**config.mk**
```make
export PLATFORM = sky130hd
export DESIGN_NAME = fp32_mul_operand_unpack
export DESIGN_NICKNAME = d
export VERILOG_FILES = /design/src/rtl/fp32_mul_operand_unpack.sv
export SDC_FILE = /design/constraint.sdc
export NUM_CORES = 1
export LEC_CHECK = 0
export BUFFER_PORTS_ARGS = -buffer_cell sky130_fd_sc_hd__buf_2
export CAP_MARGIN = 5
export CORE_ASPECT_RATIO = 0.9
export CORE_MARGIN = 4
export CORE_UTILIZATION = 48
export DETAILED_ROUTE_END_ITERATION = 10
export PLACE_DENSITY = 0.83
export SYNTH_ARGS = -nofsm -noshare
export SYNTH_HDL_FRONTEND = slang
export SYNTH_SLANG_ARGS = --single-unit
```
**constraint.sdc**
```tcl
create_clock -name clk -period 4.5 [get_ports clk]
set_input_delay 0.9 -clock clk [delete_from_list [all_inputs] [get_ports clk]]
set_output_delay 0.9 -clock clk [all_outputs]
set_load 0.05 [all_outputs]
```
**src/rtl/fp32_mul_operand_unpack.sv**
```systemverilog
// FP32 multiplier operand unpack stage: classifies operand pairs, builds special-case
// bypass results, and buffers them in a 2-entry FIFO. Optional macro FP_UNPACK_STATS_EN
// adds a saturating special-case event counter (special_count) with a clear input (stats_clr).
module fp32_mul_operand_unpack #(
  parameter int unsigned EXP_WIDTH      = 8,
  parameter int unsigned MANTISSA_WIDTH = 23
`ifdef FP_UNPACK_STATS_EN
  , parameter int unsigned CNT_WIDTH    = 16
`endif
) (
  input  logic                      clk,
  input  logic                      rst,
  input  logic                      in_valid,
  output logic                      in_ready,
  input  logic [31:0]               in_a,
  input  logic [31:0]               in_b,
  output logic                      out_valid,
  input  logic                      out_ready,
  output logic                      sign_x,
  output logic                      sign_y,
  output logic [EXP_WIDTH-1:0]      exp_x,
  output logic [EXP_WIDTH-1:0]      exp_y,
  output logic [MANTISSA_WIDTH-1:0] mantissa_x,
  output logic [MANTISSA_WIDTH-1:0] mantissa_y,
  output logic                      special,
  output logic [31:0]               special_result,
  output logic                      invalid
`ifdef FP_UNPACK_STATS_EN
  , input  logic                    stats_clr
  , output logic [CNT_WIDTH-1:0]    special_count
`endif
);

  localparam int unsigned W = 1 + EXP_WIDTH + MANTISSA_WIDTH;
  localparam logic [W-1:0] QNAN = {1'b0, {EXP_WIDTH{1'b1}}, 1'b1, {(MANTISSA_WIDTH-1){1'b0}}};

  typedef struct packed {
    logic                      sign_x;
    logic [EXP_WIDTH-1:0]      exp_x;
    logic [MANTISSA_WIDTH-1:0] man_x;
    logic                      sign_y;
    logic [EXP_WIDTH-1:0]      exp_y;
    logic [MANTISSA_WIDTH-1:0] man_y;
    logic                      special;
    logic [W-1:0]              special_result;
    logic                      invalid;
  } entry_t;

  entry_t     head, tail, new_entry;
  logic [1:0] count;
  logic       push, pop;

  logic                      sa, sb, s;
  logic [EXP_WIDTH-1:0]      ea, eb;
  logic [MANTISSA_WIDTH-1:0] ma, mb;
  logic                      nan_a, nan_b, inf_a, inf_b, zero_a, zero_b;

  assign sa = in_a[W-1];
  assign sb = in_b[W-1];
  assign s  = sa ^ sb;
  assign ea = in_a[W-2 -: EXP_WIDTH];
  assign eb = in_b[W-2 -: EXP_WIDTH];
  assign ma = in_a[MANTISSA_WIDTH-1:0];
  assign mb = in_b[MANTISSA_WIDTH-1:0];

  assign nan_a  = (ea == '1) && (ma != '0);
  assign nan_b  = (eb == '1) && (mb != '0);
  assign inf_a  = (ea == '1) && (ma == '0);
  assign inf_b  = (eb == '1) && (mb == '0);
  assign zero_a = (ea == '0);
  assign zero_b = (eb == '0);

  // Classify the incoming pair; denormals are flushed to signed zero.
  always_comb begin
    new_entry        = '0;
    new_entry.sign_x = sa;
    new_entry.exp_x  = zero_a ? '0 : ea;
    new_entry.man_x  = zero_a ? '0 : ma;
    new_entry.sign_y = sb;
    new_entry.exp_y  = zero_b ? '0 : eb;
    new_entry.man_y  = zero_b ? '0 : mb;
    if (nan_a || nan_b) begin
      new_entry.special        = 1'b1;
      new_entry.special_result = QNAN;
      new_entry.invalid        = 1'b1;
    end else if ((inf_a && zero_b) || (zero_a && inf_b)) begin
      new_entry.special        = 1'b1;
      new_entry.special_result = QNAN;
      new_entry.invalid        = 1'b1;
    end else if (inf_a || inf_b) begin
      new_entry.special        = 1'b1;
      new_entry.special_result = {s, {EXP_WIDTH{1'b1}}, {MANTISSA_WIDTH{1'b0}}};
    end else if (zero_a || zero_b) begin
      new_entry.special        = 1'b1;
      new_entry.special_result = {s, (W-1)'(0)};
    end
  end

  assign in_ready  = (count < 2'd2);
  assign out_valid = (count != 2'd0);
  assign push      = in_valid & in_ready;
  assign pop       = out_valid & out_ready;

  // Shift-style FIFO: head always holds the oldest entry so outputs come straight from flops.
  always_ff @(posedge clk or posedge rst) begin
    if (rst) begin
      count <= 2'd0;
      head  <= '0;
      tail  <= '0;
    end else begin
      case ({push, pop})
        2'b10: begin
          if (count == 2'd0) head <= new_entry;
          else               tail <= new_entry;
          count <= count + 2'd1;
        end
        2'b01: begin
          head  <= tail;
          tail  <= '0;
          count <= count - 2'd1;
        end
        // Push with pop only happens at count 1 (count 2 blocks push).
        2'b11: head <= new_entry;
        default: ;
      endcase
    end
  end

  assign sign_x         = head.sign_x;
  assign sign_y         = head.sign_y;
  assign exp_x          = head.exp_x;
  assign exp_y          = head.exp_y;
  assign mantissa_x     = head.man_x;
  assign mantissa_y     = head.man_y;
  assign special        = head.special;
  assign special_result = head.special_result;
  assign invalid        = head.invalid;

`ifdef FP_UNPACK_STATS_EN
  // Saturating count of special entries leaving the stage; clear wins over increment.
  always_ff @(posedge clk or posedge rst) begin
    if (rst) begin
      special_count <= '0;
    end else if (stats_clr) begin
      special_count <= '0;
    end else if (pop && head.special && (special_count != '1)) begin
      special_count <= special_count + CNT_WIDTH'(1);
    end
  end
`endif

endmodule

```
==> impl_metrics.yaml <==
logic_synthesis:
  syn-instance-count: 679
  synth_cell_types: 34
  synth_edf_count: 0
  avgSynthCellArea_um2: 9.62
  synth_area_um2: 6530
  yosys_warnings: 0
  synthFlopType: "dfrtp_1"
  synth_seq_cells: 138
  ys_seq_area_share_pct: 52.9
  async_reset_ff_share_pct: 100
timing:
  max_freq_mhz: 337
  finalCriticalPeriod_ns: 2.96
  finClkSkew_ns: 0.00802
  fin_crit_sh_pct: 65.9
  slew_viol_final: 0
  tns_ns: 0
  finalSetupViolCount: 0
  max-slew-margin-rel_pct: 22.6
  finalHoldViolations: 0
  rsz0062_at_grt: "no"
  worst_pin_slew_ns: 1.16
  whs_ns: 0.470
route:
  wl_met1_um: 6880
  drcViolationCount: 0
  postRouteAntennaNets: 0
  drt_iter0_drc: 321
  met2_wirelength_um: 7290
  wl_met3_um: 729
  vias_per_cell: 5.20
  first_pass_iters: 4
  routed_wl_um: 15100
  num_vias: 5077
  top_layer: "met4"
  wl_per_cell_um: 15.5
pwr:
  vdd_drop_max_mv: 0.722
  p_leak_nw: 3.73
  p_total_w: 0.00622
  power_density_nw_per_um2: 802
worst_hold_path:
  min_path_type: "reg2reg"
  hold_path_end: "exp_y[1]$_DFFE_PP0P_"
  hold_start: "exp_y[1]$_DFFE_PP0P_"
  whs_path_depth: 2
cts:
  cts_root_buf: "clkbuf_16"
  cts_buffers: 17
  htreeDepth: 4
  clock_sinks: 138
  cts-root-to-sink-buffers: 2
  cts_setup_buffers: 0
  cts_hold_buf: 0
  cts_tree: "done"
  clkTransAtPathRegs_ns: 0.06
  cts_resized: 0
  insertion_delay_ns: 0.42
worst_setup_path:
  crit_buf_inv: 3
  critPathRequiredTime_ns: 4.77
  ff2ff_path_depth: 8
  endpoint_kind: "register"
  r2r_start: "count[0]$_DFFE_PP0P_"
  critPathKind: "reg2reg"
  cp_slowest_cell: "o21ai_4"
  worstPathMaxFanout: 58
  path_cells: "nor2_2 > inv_1 > nand2_1 > inv_2 > ha_4 > o21ai_4 > buf_4 > o21ai_0"
  critPathArrivalTime_ns: 3.23
  cpPeakStageDelay_ns: 0.78
  start_kind: "register"
  cpLargestDelayFamily: "compound AO/OA/AOI/OAI gates"
  startpoint: "count[0]$_DFFE_PP0P_"
  timing.rr.end: "tail[41]$_DFFE_PP0P_"
  regToRegSetupSlack_ns: 1.54
global_routing:
  grt_start_max_net_pins: 97
  grt_pass1_vias: 4798
  grt_antenna_before_repair: 0
  grt_pass1_wl_um: 24400
  grt.total_usage_pct: 19.9
  overflow: 0
floorplan:
  die-area_um2: 15500
  ioPinCount: 168
  core_um2: 13400
  die_h_um: 119
  die_width_um: 131
  placementRows: 40
  initial_utilization_pct: 48.9
layout:
  layout-drive-gt1-share_pct: 28.6
  area_growth_pct: 18.7
  nets: 865
  fillers: 1160
  num_antenna_cells: 0
  final_util_pct: 58.0
place:
  dpl.hpwl_um: 10500
  gp_congestion: 0.761
  io_buffer_count: 145
run_status:
  status: "completed"
job:
  max_cap_viol_count: 0
-- power breakdown --
group	leakage [nW]	switching [W]	internal, W	total, W
Sequential	1.75	0.000301	0.00177	0.00208
Combinational	1.68	0.00205	0.000697	0.00275
Clock	0.294	0.000498	0.000894	0.00139
-- state kept, by name, summed over array words and instances (netlist names) --
name	flops
mantissa_x	23
sign_y	1
count	2
tail	68
exp_y	8
mantissa_y	23
exp_x	8
special	1
sign_x	1
special_result	3
-- Yosys cell counts, types with 6 or more instances --
| cell | n | area [µm²] |
|---|---|---|
| a21boi_0 | 18 | 135 |
| a22oi_1 | 12 | 90.1 |
| a22oi_2 | 34 | 425 |
| buf_2 | 18 | 90.1 |
| buf_4 | 33 | 248 |
| buf_6 | 8 | 90.1 |
| clkbuf_1 | 13 | 48.8 |
| dfrtp_1 | 138 | 3450 |
| nand2_1 | 185 | 694 |
| nand2b_1 | 18 | 113 |
| nand4_1 | 6 | 37.5 |
| nor2_1 | 6 | 22.5 |
| nor4_1 | 10 | 62.6 |
| o21ai_0 | 105 | 526 |
| o21ai_1 | 26 | 130 |
-- layout by cell type, fill, tap and decap left out, types with 2 or more instances in the layout --
master and count:
nand2_1 185, buf_2 145, dfrtp_1 138, o21ai_0 105, a22oi_2 34, o21ai_1 25
conb_1 22, nand2b_1 18, a21boi_0 18, clkbuf_16 17, a22oi_1 12, nor4_1 10
nand4_1 6, nor2_1 6, clkinv_2 6, buf_4 6, inv_1 4, or4_4 4
nor2_4 4, nor3_1 4, o31ai_1 4, a22o_1 4, xnor2_1 4, clkbuf_1 4
bufinv_16 3, or2_2 2, mux2i_1 2, a21oi_1 2, clkbuf_8 2, buf_12 2
-- layout make-up --
cell class | count | area (µm²) | share of cell area, %
repair buffers | 153 | 811 | 10.5
well taps | 168 | 210 | 2.71
multi-input cells | 479 | 2670 | 34.4
flip-flops and latches | 138 | 3450 | 44.5
clock buffers | 23 | 468 | 6.03
inverters | 6 | 26.3 | 0.339
clock inverters | 9 | 120 | 1.55
-- worst reg2reg max path: cells and delay by family, from the launching register on --
kind                     cells  cell delay [ns]
AND/OR/NAND/NOR              2             0.35
adder cells (fa/ha/maj)      1             0.41
flip-flops                   1             0.42
buffers and inverters        3             0.65
AO/OA/AOI/OAI                2             0.99
-- stage by stage --
stage,setup WS [ns],cells,instance area (µm²)
2_1_floorplan,1.88,700,6620
3_3_place_gp,1.40,944,7170
3_5_place_dp,1.26,944,7170
4_1_cts,1.50,976,7750
5_1_grt,1.25,976,7750
6_report,1.54,976,7750
-- layer usage --
metal / vias to the layer above / GRT usage, %
met2: 128 / 30.4
met1: 2426 / 27.8
met5: - / 0
met4: 0 / 6.11
li1: 2509 / -
met3: 14 / 5.15
-- cells by family after synthesis --
family	count (synthesis)	share of synthesized area [%]
AO/OA/AOI/OAI	207	21.4
XOR/XNOR	4	0.536
adder cells (fa/ha/maj)	2	0.383
buffers and inverters	83	8.02
flip-flops	138	52.9
multiplexers	2	0.306
other	1	0.0574
AND/OR/NAND/NOR	242	16.4
-- how the worst max path moves through the flow --
stage               cells past startpoint  slack, ns              endpoint
finish                                  8       1.54  tail[41]$_DFFE_PP0P_
global route                            8       1.25  tail[41]$_DFFE_PP0P_
CTS                                     8       1.50  tail[41]$_DFFE_PP0P_
detailed placement                      7       1.26  tail[41]$_DFFE_PP0P_
global placement                        7       1.40  tail[48]$_DFFE_PP0P_
floorplan                               1       1.88  count[0]$_DFFE_PP0P_
(Power assumes the default switching activity.)
